==> src/rtl/frame_draw_scheduler.sv <==
// rtl/frame_draw_scheduler.sv - per-frame sequencer sharing one VGA pixel-write port among N drawing clients
//
// Ports:
//   clk, resetn         clock, synchronous active-low reset
//   frameClk, enable    frame-start pulse and frame-start gate
//   client_mask[N]      per-client enable, captured at frame start
//   client_done[N]      per-client done pulse (honoured only for the running client in WAIT)
//   client_x/y[8N]      per-client pixel coordinates, slice i = [8i+7:8i]
//   client_color[3N]    per-client pixel color, slice i = [3i+2:3i]
//   client_plot[N]      per-client pixel-write strobe
//   client_start[N]     one-hot, one-cycle start pulse
//   grant[N]            one-hot owner of the pixel port (zero in IDLE)
//   x, y, color         forwarded pixel bus of the owning client
//   plotPixel           forwarded pixel-write strobe
//   frame_busy          high while a frame is being sequenced
//   frame_done          one-cycle pulse at the end of each frame
//   frame_count[16]     completed frames, wrapping
//   timeout_err         sticky: a client was forced past by the watchdog
//   overrun             sticky: frameClk arrived while busy
module frame_draw_scheduler #(
    parameter int N       = 4,
    parameter int TIMEOUT = 20000
) (
    input  logic             clk,
    input  logic             resetn,
    input  logic             frameClk,
    input  logic             enable,
    input  logic [N-1:0]     client_mask,
    input  logic [N-1:0]     client_done,
    input  logic [8*N-1:0]   client_x,
    input  logic [8*N-1:0]   client_y,
    input  logic [3*N-1:0]   client_color,
    input  logic [N-1:0]     client_plot,
    output logic [N-1:0]     client_start,
    output logic [N-1:0]     grant,
    output logic [7:0]       x,
    output logic [7:0]       y,
    output logic [2:0]       color,
    output logic             plotPixel,
    output logic             frame_busy,
    output logic             frame_done,
    output logic [15:0]      frame_count,
    output logic             timeout_err,
    output logic             overrun
);

    localparam int IW = (N > 1) ? $clog2(N) : 1;
    // Wide enough to hold TIMEOUT-1, so the counter never wraps inside WAIT.
    localparam int WW = $clog2(TIMEOUT);
    localparam logic [WW-1:0] WD_MAX = WW'(TIMEOUT - 1);

    typedef enum logic [1:0] {IDLE, START, WAIT} state_t;

    state_t          state;
    logic [N-1:0]    mask_r;
    logic [IW-1:0]   idx;
    logic [WW-1:0]   wd;

    logic [IW-1:0]   first_idx;
    logic [IW-1:0]   next_idx;
    logic            has_next;
    logic            done_sel;
    logic            plot_sel;
    logic [7:0]      x_sel;
    logic [7:0]      y_sel;
    logic [2:0]      color_sel;
    logic            owned;

    function automatic logic [N-1:0] onehot(input logic [IW-1:0] i);
        logic [N-1:0] r;
        r = '0;
        for (int k = 0; k < N; k++) begin
            if (i == IW'(k)) r[k] = 1'b1;
        end
        return r;
    endfunction

    // Descending scan so the last hit is the lowest qualifying index.
    always_comb begin
        first_idx = '0;
        next_idx  = '0;
        has_next  = 1'b0;
        for (int i = N - 1; i >= 0; i--) begin
            if (client_mask[i]) first_idx = IW'(i);
            if (mask_r[i] && (IW'(i) > idx)) begin
                next_idx = IW'(i);
                has_next = 1'b1;
            end
        end
    end

    // Select the running client's buses; idx only ever holds legal indices.
    always_comb begin
        done_sel  = 1'b0;
        plot_sel  = 1'b0;
        x_sel     = '0;
        y_sel     = '0;
        color_sel = '0;
        for (int i = 0; i < N; i++) begin
            if (idx == IW'(i)) begin
                done_sel  = client_done[i];
                plot_sel  = client_plot[i];
                x_sel     = client_x[8*i +: 8];
                y_sel     = client_y[8*i +: 8];
                color_sel = client_color[3*i +: 3];
            end
        end
    end

    assign owned     = |grant;
    assign x         = owned ? x_sel : 8'd0;
    assign y         = owned ? y_sel : 8'd0;
    assign color     = owned ? color_sel : 3'd0;
    assign plotPixel = plot_sel & owned;

    always_ff @(posedge clk) begin
        if (!resetn) begin
            state        <= IDLE;
            mask_r       <= '0;
            idx          <= '0;
            wd           <= '0;
            client_start <= '0;
            grant        <= '0;
            frame_busy   <= 1'b0;
            frame_done   <= 1'b0;
            frame_count  <= '0;
            timeout_err  <= 1'b0;
            overrun      <= 1'b0;
        end else begin
            client_start <= '0;
            frame_done   <= 1'b0;
            // A frame start while busy is dropped, only flagged.
            if (frameClk && (state != IDLE)) overrun <= 1'b1;

            case (state)
                IDLE: begin
                    if (frameClk && enable) begin
                        mask_r <= client_mask;
                        if (|client_mask) begin
                            idx          <= first_idx;
                            client_start <= onehot(first_idx);
                            grant        <= onehot(first_idx);
                            frame_busy   <= 1'b1;
                            state        <= START;
                        end else begin
                            frame_done  <= 1'b1;
                            frame_count <= frame_count + 16'd1;
                        end
                    end
                end
                START: begin
                    wd    <= '0;
                    state <= WAIT;
                end
                WAIT: begin
                    if (done_sel || (wd == WD_MAX)) begin
                        // A real done wins over a coincident watchdog expiry.
                        if (!done_sel) timeout_err <= 1'b1;
                        if (has_next) begin
                            idx          <= next_idx;
                            client_start <= onehot(next_idx);
                            grant        <= onehot(next_idx);
                            state        <= START;
                        end else begin
                            grant       <= '0;
                            frame_busy  <= 1'b0;
                            frame_done  <= 1'b1;
                            frame_count <= frame_count + 16'd1;
                            state       <= IDLE;
                        end
                    end else begin
                        wd <= wd + 1'b1;
                    end
                end
                default: state <= IDLE;
            endcase
        end
    end

endmodule

==> config.mk <==
export PLATFORM = sky130hd
export DESIGN_NAME = frame_draw_scheduler
export DESIGN_NICKNAME = d
export VERILOG_FILES = /design/src/rtl/frame_draw_scheduler.sv
export SDC_FILE = /design/constraint.sdc
export NUM_CORES = 1
export LEC_CHECK = 0
export CAP_MARGIN = 15
export CORE_MARGIN = 3
export CORE_UTILIZATION = 46
export DETAILED_ROUTE_END_ITERATION = 12
export GPL_TIMING_DRIVEN = 0
export PLACE_DENSITY = 0.86
export SYNTH_ARGS = -nofsm -noshare
export SYNTH_HDL_FRONTEND = slang
export SYNTH_SLANG_ARGS = --single-unit
==> constraint.sdc <==
create_clock -name clk -period 3.9 [get_ports clk]
set_input_delay 1.17 -clock clk [delete_from_list [all_inputs] [get_ports clk]]
set_output_delay 1.17 -clock clk [all_outputs]
set_load 0.02 [all_outputs]
Word level (Yosys, flattened, before mapping). Index checks and enable logic that the tools add are counted.

Reductions and logical operators: 24. Equal/unequal tests: 19. Magnitude comparators: 4. Muxes and demuxes: 79. Add/subtract/negate cells: 2. Bitwise operators: 2.

Operators by type and width (count): 8-bit 2-to-1 mux (10); 16-bit 2-to-1 mux (4); 16-bit case mux with 2 select lines (1); 2-bit 2-to-1 mux (15); 15-bit case mux with 2 select lines (1); 1-bit 2-to-1 mux (29); 4-bit 2-to-1 mux (7); 16-bit by 1-bit adder with 16-bit output, second input constant (1); 4-bit case mux with 2 select lines (2); 15-bit by 1-bit adder with 15-bit output, second input constant (1); 15-bit == test, second input constant (1); 15-bit 2-to-1 mux (1); 3-bit 2-to-1 mux (5); 5-bit AND reduction (3); 2-bit == test, second input constant (7); 2-bit != test, second input constant (7); 2-bit by 1-bit == test with 1-bit output, second input constant (4); 2-bit logical NOT (4); 4-bit OR reduction (2); 1-bit logical AND (6); 2-bit case mux with 3 select lines (1); 3-bit AND reduction (2); 2-bit nonzero test (3); 1-bit by 2-bit greater-than comparator with 1-bit output, first input constant (2); 8 further kinds (11).

Output and inout bits: 48. Register bits: 51. Input bits: 92. Word-level logic and storage cells: 141.

Longest topological paths before layout.
Word-level depth: 11. Depth in mapped cells: 7. Depth with buffers taken out: 6.

Worst setup path after synthesis. OpenSTA, ideal clock, no wires.

Path kind: reg-to-output. Start point: reg idx[0]. End point: out x[0]. Cell stages (with the launch flop): 5. Data arrival time: 1.910 ns. Path slack: 0.820 ns. Path buffers: 2. Required time: 2.730 ns. Cell sequence: dfxtp_1 > clkbuf_1 > buf_1 > mux4_2 > nor2b_1.

Longest elaborated chain between the ends: 6.

Ends and longest elaborated chain: from (decl) (line 56) `logic [IW-1:0] idx;`; from (signal assigned) (line 140) `idx <= first_idx;`; from (signal assigned) (line 160) `idx <= next_idx;`; 2-bit logical NOT (line 100) `if (idx == IW'(i)) begin`; 8-bit 2-to-1 mux (3 in a row) (line 100); 8-bit 2-to-1 mux (*) (line 100); 8-bit 2-to-1 mux (*) (line 111) `assign x = owned ? x_sel : 8'd0;`; to (decl) (line 36) `output logic [7:0] x,`.

Every way passes the cells marked *; elsewhere a longest branch is shown, timed or not.

Worst setup path in the final report.
Start point: in client_y[22]. End point: out y[6].

Longest elaborated chain between the ends: 3.

Ends and longest elaborated chain: from (decl) (line 31) `input logic [8*N-1:0] client_y,`; 8-bit 2-to-1 mux (2 in a row) (line 100); 8-bit 2-to-1 mux (line 112) `assign y = owned ? y_sel : 8'd0;`; to (decl) (line 37) `output logic [7:0] y,`.

Every way passes these cells.

==> impl_metrics.toml <==
[worst_setup_path]
critical_path_class = "input pin to output pin"
cp-start-kind = "input pin"
critPathArrivalTime_ns = 2.54
end_kind = "output pin"
cp.required_ns = 2.73
rr_worst_depth = 7
path_max_fanout = 1

[logic_synthesis]
synth_area_leaders = "dfxtp_1 31%, mux4_2 14%, nor2b_1 4.5%, mux2i_1 4.1%, a21oi_1 3.4%"
ys.flop_type = "dfxtp_1"
synth_seq_area_share_pct = 31.2
synth_edf_count = 0
synth_cell_types = 64
synth_top_cell_area_share_pct = 31.2
syn_area_um2 = 3210
async_flop_share_pct = 0
ys_ff_latch = 50
syn-num-nets = 452
syn_area_per_cell_um2 = 8.96
yosysTopAreaCell = "dfxtp_1"
synthCells = 358
ys_warn_count = 0

[cells_and_area]
final_area_um2 = 4800
drive_gt1_share_pct = 9.34
final_nets = 596
final_core_util_pct = 73.0
antenna_cells = 0
syn_to_final_growth_pct = 49.5
final_cells = 596

[placed_design]
dp_hpwl_mm = 8.55
pre_cts_slack_ns = -0.0422
place_inst = 589
placed_area_um2 = 4710
place.gp.congestion = 0.883
io_buffers = 138

[pwr]
intPower_w = 0.000857
p_leak_nw = 1.78
clockPowerShare_pct = 24.8
powerDensity_nw_per_um2 = 256
vdd_drop_max_v = 0.000223
p_switching_w = 0.000373
switching_share_pct = 30.3
combPwrFrac_pct = 31.8
p_seq_share_pct = 43.4

[clock_tree]
post-cts-setup-buffers = 0
cts_sinks = 50
clockBufferDepth = 2
cts_made_buffers = 5
h-tree-depth = 2
clkLatencyLatePin_ns = 0.31
cts_root_buf = "clkbuf_8"
cts-hold-fix-buffers = 0
clk_pin_slew_ns = 0.09
cts_tree = "yes"

[sta]
fmax_mhz = 269
slew_headroom_pct = 48.6
slew_violations = 0
fin_crit_sh_pct = 95.2
fin_skew_ns = 0.0110
finalSetupTns_ns = 0
tightestPinTransition_ns = 0.771
setup_ws_ns = 0.186
min_period_ns = 3.71
rsz0062_at_grt = "false"
hold_viol = 0
setup_viol = 0

[route]
dr_total_vias = 3425
drtIter0Drc = 187
drt-total-wl_mm = 10.8
viasPerCell = 5.75
wire_per_inst_um = 18.1
drc = 0
first_pass_iters = 5
ant_nets = 0

[global_routing]
grt_max_degree = 17
first_global_vias = 3352
antenna_found_initial = 0
gr-usage-all-layers_pct = 26.4
grt-ovfl-total = 0
grt_first_pass_wirelength_mm = 16.4

[worst_hold_path]
hold_class = "flip-flop to flip-flop"
hold_depth = 2

[floorplan]
ios = 140
start_util_pct = 48.9
die_x_um = 89.5
rows = 29
die_h_um = 89.5
core_area_um2 = 6570
fp.dieArea_um2 = 8010

[outcome]
status = "completed"

[job]
max_cap_violations = 0
==> cells by family (layout without fill, tap and decap cells) <==
kind of cell / count (synthesis) / in the layout / share of synthesized area (%)
compound gates: 75 / 75 / 16.2
xor+xnor: 6 / 6 / 1.64
fa+ha+maj: 2 / 2 / 0.780
buf+inv: 37 / 182 / 4.60
flops: 50 / 50 / 31.2
mux: 33 / 33 / 18.1
simple gates: 155 / 155 / 27.5
==> worst paths after layout <==
check | startpoint | end | slack [ns]
hold reg to reg | overrun | overrun | 0.46
setup / recovery | client_y[22] | y[6] | 0.19
hold / removal | overrun | overrun | 0.46
setup reg to reg | wd[0] | frame_count[4] | 1.29
==> Yosys cell counts (all sizes together), types with 3 or more instances <==
master	count
a31o	4
nand3b	3
o211ai	3
buf	6
dfxtp	50
o21ai	17
o2111ai	3
nand2	23
and4	3
clkbuf	17
mux2i	13
nor2b	23
inv	13
or3	4
nor4	6
a21oi	22
mux4	20
nand3	17
and2	4
and3	10
a211oi	3
nor3	5
nand4	8
xnor2	5
nor2	25
nand2b	10
nand4b	4
==> power by group through the flow <==
| stage | logic [W] | registers, W | clock network, W |
|---|---|---|---|
| 2_1_floorplan | 0.000200 | 0.000548 | 0 |
| 3_3_place_gp | 0.000400 | 0.000542 | 0 |
| 3_5_place_dp | 0.000407 | 0.000543 | 0 |
| 4_1_cts | 0.000395 | 0.000531 | 0.000310 |
| 5_1_grt | 0.000419 | 0.000535 | 0.000328 |
| 6_report | 0.000391 | 0.000533 | 0.000305 |
==> layout by cell type, fill, tap and decap left out, types with 3 or more instances in the layout <==
cell / n
clkdlybuf4s50_1: 118
dfxtp_1: 50
nor2_1: 25
nor2b_1: 23
nand2_1: 23
a21oi_1: 22
mux4_2: 20
o21ai_0: 17
nand3_1: 17
clkbuf_1: 15
dlygate4sd2_1: 14
inv_1: 13
mux2i_1: 13
nand2b_1: 10
and3_1: 9
nand4_1: 7
nor4_1: 6
dlymetal6s2s_1: 6
nor3_1: 5
xnor2_1: 5
clkbuf_8: 5
a31o_2: 4
and2_1: 4
nand4b_1: 4
or3_1: 3
o2111ai_1: 3
o211ai_1: 3
a211oi_1: 3
nand3b_1: 3
and4_1: 3
==> critical path, cell delays in order <==
cell and delay, ns:
clkdlybuf4s50_1 0.41, mux4_2 0.47, nor2b_1 0.15, dlygate4sd2_1 0.34
==> flip-flops by register name (all words and copies together) (netlist names) <==
register,cells
client_start,4
frame_done,1
timeout_err,1
frame_busy,1
idx,2
mask_r,3
wd,15
state,2
grant,4
frame_count,16
overrun,1
==> routing by layer <==
metal,vias up,part of all wire [%],track usage [%]
met5,-,0,0
li1,1629,-,-
met1,1619,38,29.5
met2,151,50,48.8
met4,0,2.3,8.25
met3,26,9.5,6.54
==> repair_timing <==
action | in CTS | in global routing
endpoints found under the hold margin | 0 | 0
resized for setup | 16 | 9
setup endpoints to repair | 20 | 6
==> cell type report <==
class / count / area, um^2
plain buffers: 22 / 97.6
clock buffers: 5 / 68.8
clock inverters: 3 / 21.3
fillers: 494 / 1770
inverters: 14 / 52.6
multi-input cells: 271 / 2060
flip-flops and latches: 50 / 1000
well taps: 93 / 116
repair buffers: 138 / 1380
==> metrics by stage <==
step	hold WS [ns]	total power, W
after floorplan	0.448	0.000748
after global placement	0.440	0.000942
after detailed placement	0.455	0.000949
after CTS	0.469	0.00124
after global routing	0.500	0.00128
final	0.459	0.00123
Power figures use the tool's default switching activity.
